<file path="src/rtl/pipeline_hazard_controller.sv">
// Stall/flush sequencer for a two-stage fetch/execute pipeline.
// It handles boot, mispredict redirects and halt, and keeps a saturating count of redirects.
module pipeline_hazard_controller #(
  parameter int                 ADDR_W   = 32,
  parameter logic [ADDR_W-1:0]  RESET_PC = ADDR_W'('h0000_0200),
  parameter int                 CNT_W    = 16
) (
  input  logic              CLK,
  input  logic              RST,
  input  logic              iwait,
  input  logic              dwait,
  input  logic              branch_mispredict,
  input  logic [ADDR_W-1:0] branch_jump_addr,
  input  logic              halt_req,
  output logic              fetch_stall,
  output logic              fetch_flush,
  output logic              execute_stall,
  output logic              execute_flush,
  output logic              pc_load,
  output logic [ADDR_W-1:0] pc_load_addr,
  output logic              halted,
  output logic [CNT_W-1:0]  mispredict_count
);

  typedef enum logic [1:0] {BOOT, RUN, REDIRECT, HALT} state_t;

  state_t            state, state_next;
  logic [ADDR_W-1:0] redir_addr;
  logic              take_redirect;

  // NOTE: sequential state uses non-blocking assignments so every register samples pre-edge values.
  always_ff @(posedge CLK) begin
    if (RST) begin
      state            <= BOOT;
      redir_addr       <= '0;
      mispredict_count <= '0;
    end else begin
      state <= state_next;
      if (take_redirect) begin
        redir_addr <= branch_jump_addr;
        if (mispredict_count != '1)
          mispredict_count <= mispredict_count + CNT_W'(1);
      end
    end
  end

  // NOTE: every always_comb output gets a default first, so no path can infer a latch.
  always_comb begin
    state_next    = state;
    take_redirect = 1'b0;
    fetch_stall   = 1'b0;
    fetch_flush   = 1'b0;
    execute_stall = 1'b0;
    execute_flush = 1'b0;
    pc_load       = 1'b0;
    pc_load_addr  = redir_addr;
    halted        = 1'b0;

    if (RST) begin
      fetch_flush   = 1'b1;
      execute_flush = 1'b1;
      pc_load_addr  = '0;
    end else begin
      unique case (state)
        BOOT: begin
          fetch_flush   = 1'b1;
          execute_flush = 1'b1;
          pc_load       = 1'b1;
          pc_load_addr  = RESET_PC;
          state_next    = RUN;
        end
        RUN: begin
          if (dwait) begin
            // Execute holds its instruction, so mispredict/halt are seen again once dwait falls.
            fetch_stall   = 1'b1;
            execute_stall = 1'b1;
          end else if (branch_mispredict) begin
            fetch_flush   = 1'b1;
            execute_flush = 1'b1;
            take_redirect = 1'b1;
            state_next    = REDIRECT;
          end else begin
            execute_flush = iwait;
            if (halt_req)
              state_next = HALT;
          end
        end
        REDIRECT: begin
          // The abandoned fetch must drain before the new PC is accepted.
          fetch_flush   = 1'b1;
          execute_flush = 1'b1;
          pc_load       = 1'b1;
          if (!iwait)
            state_next = RUN;
        end
        HALT: begin
          halted        = 1'b1;
          fetch_stall   = 1'b1;
          execute_stall = 1'b1;
        end
        default: state_next = BOOT;
      endcase
    end
  end

endmodule

</file>
<file path="config.mk">
export PLATFORM = sky130hd
export DESIGN_NAME = pipeline_hazard_controller
export DESIGN_NICKNAME = d
export VERILOG_FILES = /design/src/rtl/pipeline_hazard_controller.sv
export SDC_FILE = /design/constraint.sdc
export NUM_CORES = 1
export LEC_CHECK = 0
export CAP_MARGIN = 20
export CORE_MARGIN = 8
export CORE_UTILIZATION = 50
export DETAILED_ROUTE_END_ITERATION = 7
export DONT_BUFFER_PORTS = 1
export PLACE_DENSITY_LB_ADDON = 0.1
export SLEW_MARGIN = 5
export SYNTH_ARGS = -nofsm -noshare
export SYNTH_HDL_FRONTEND = slang
export SYNTH_SLANG_ARGS = --single-unit
</file>
<file path="constraint.sdc">
create_clock -name CLK -period 2.4 [get_ports CLK]
set_input_delay 0.36 -clock CLK [delete_from_list [all_inputs] [get_ports CLK]]
set_output_delay 0.36 -clock CLK [all_outputs]
set_load 0.05 [all_outputs]
</file>
==> out/metrics.yaml <==
cts.repair.resized: 0
syn_area_sq_mm: 0.00218
rsz0062_at_grt: "false"
worstMarginPinSlew_ns: 0.496
synth.area.mux_share_pct: 1.55
clock-sinks: 50
placedInstanceArea_sq_mm: 0.00263
hold_path_class: "input pin to flop"
fp.dieW_um: 82.1
drt_first_pass_iters: 5
max_freq_mhz: 497
arrival_ns: 2.19
synthTopCellsByArea: "dfxtp_1 46%, nand2_1 13%, o21ai_0 8.3%, nor2_1 7.6%, clkbuf_1 2.4%"
place_ws_ns: 0.404
p_int_uw: 1090
ios: 92
p_leak_uw: 0.00108
ant_nets: 0
cp_cell_sequence: "or3b_1 -> or4_1 -> o311ai_2 -> o31ai_1"
layout_commonest_cell: "nand2_1"
end_kind: "flop"
vias_per_cell: 5.41
routed_wl_um: 5820
cpMaxStageDelayCell: "or4_1"
peakVddDrop_v: 0.000363
numCtsBuffers: 5
fillCellCount: 421
p_sw_share_pct: 25.6
synthArstFlopShare_pct: 0
grt_pass1_wl_um: 9140
multi_input_area_sq_mm: 0.00111
synth-edff-count: 0
fin_ws_ns: 0.386
hold_viol: 0
grt.overflow.total: 0
clkPwrFrac_pct: 31.2
area_growth_pct: 23.8
drv_slew: 0
cts_root_buffer: "clkbuf_8"
tns_ns: 0
grt.total_usage_pct: 17.3
synth_top_family_by_area: "simple AND/OR/NAND/NOR gates"
syn_inst: 290
max-cap-violations: 0
clock_skew_ns: 0.00974
syn_area_per_cell_sq_um: 7.52
yosysTopAreaCell: "dfxtp_1"
path_max_fanout: 8
slew_headroom_pct: 67.2
synth_top_cell_area_share_pct: 45.9
design_area_sq_mm: 0.00270
post_cts_buffers: 0
drc: 0
seq_area_sq_mm: 0.00100
p_per_area_mw_per_mm2: 543
drive_above_1_share_pct: 20.4
first_global_vias: 1953
yosysSeqAreaShare_pct: 45.9
slowest_delay_ns: 0.66
finalCritPeriodShare_pct: 83.9
crit_path_start_kind: "flop"
outcome: "complete, no violations"
synth-seq-cells: 50
ys.flop_type: "dfxtp_1"
syn_nets: 329
setup_violations: 0
min_period_ns: 2.01
dp_hpwl_um: 4260
clkTransAtPathRegs_ns: 0.09
ys_warn_count: 0
cts_hold_buf: 0
gp_congestion: 0.749
num_vias: 2082
path_class: "flop to flop"
clk_latency_ns: 0.30
clockBufferDepth: 2
routedWlPerCell_um: 15.1
die_h_um: 82.1
power_switching_uw: 376
power_uw: 1470
cts-htree-levels: 2
die_area_sq_mm: 0.00673
std_cell_rows: 24
grt_max_degree: 49
synth_compound_area_share_pct: 17.1
portBuffers: 0
synth-xor-area-share_pct: 0
start_util_pct: 50.8
core-area_sq_mm: 0.00429
drtIter0Drc: 131
antenna_found_initial: 0
synth_cell_types: 36
layout_common_cells: "73 x nand2_1, 53 x buf_4, 50 x dfxtp_1"
antenna-diode-count: 0
synth_fa_ha_area_share_pct: 0.573
synthSimpleGateAreaFrac_pct: 30.7
p_seq_share_pct: 58.5
comb_power_share_pct: 10.3
cts_tree: "yes"
worstPathRequired_ns: 2.57
fin_nets: 372
[flip-flops by register name, summed over array words and instances, names as in the netlist]
register,cells
mispredict_count,16
redir_addr,32
state,2
[logic make-up (layout without fill, tap and decap cells)]
logic type	count (synthesis)	count (layout)
flip-flops	50	50
multiplexers	3	3
buffers and inverters	22	65
AO/OA/AOI/OAI	61	61
adder cells (fa/ha/maj)	1	1
AND/OR/NAND/NOR	153	153
[final cells by class]
class / instances / share of cell area, %
multi-input combinational: 218 / 41.1
clock buffer: 7 / 2.83
sequential: 50 / 37.1
inverter: 3 / 0.417
tap: 52 / 2.41
timing repair buffer: 55 / 16.2
[per-layer routing]
layer | up-vias | GRT usage [%] | part of all wire (%)
met5 | - | 0 | 0
met4 | 0 | 6.84 | 1.6
met3 | 9 | 8.21 | 10
met2 | 66 | 27.9 | 47
met1 | 928 | 19.4 | 42
li1 | 1079 | - | -
[Yosys cell counts (2+ instances only)]
cell,instances
nor3_1,2
mux2_2,3
nor4_1,2
nand2_1,73
and3_1,4
nor2b_1,4
o21ai_0,36
a21oi_1,7
o21a_1,2
inv_1,3
o41ai_1,4
nand3_1,4
buf_2,3
clkbuf_1,14
or4_1,3
o311ai_0,4
nor2_1,44
dfxtp_1,50
o31ai_1,3
or3_1,4
nand4_1,6
[worst max-delay path: cells and delay by family, from the launching register on]
| kind | cells | cell delay [ns] |
|---|---|---|
| flip-flops | 1 | 0.38 |
| AND/OR/NAND/NOR | 2 | 1.12 |
| AO/OA/AOI/OAI | 2 | 0.38 |
[power by group through the flow]
| stage | Combinational [uW] | Sequential, uW | Clock [uW] |
|---|---|---|---|
| 6_report | 152 | 859 | 457 |
| 5_1_grt | 165 | 862 | 500 |
| 4_1_cts | 153 | 859 | 469 |
| 3_5_place_dp | 152 | 879 | 0 |
| 3_3_place_gp | 152 | 878 | 0 |
| 2_1_floorplan | 114 | 879 | 0 |
[worst paths after layout]
check,cells after the start,slack [ns],to,from
worst min-delay path,1,0.12,mispredict_count[4],RST
worst min register to register,2,0.46,redir_addr[9],redir_addr[9]
worst max register to register,4,0.39,mispredict_count[10],state[1]
worst max-delay path,4,0.39,mispredict_count[10],state[1]
[through the flow]
step	std cells	util (%)	hold WS (ns)
6_report	385	62.9	0.123
5_1_grt	385	62.9	0.110
4_1_cts	385	62.9	0.110
3_5_place_dp	378	61.1	0.435
3_3_place_gp	378	61.1	0.433
2_1_floorplan	290	-	0.434
(Power assumes the default switching activity.)
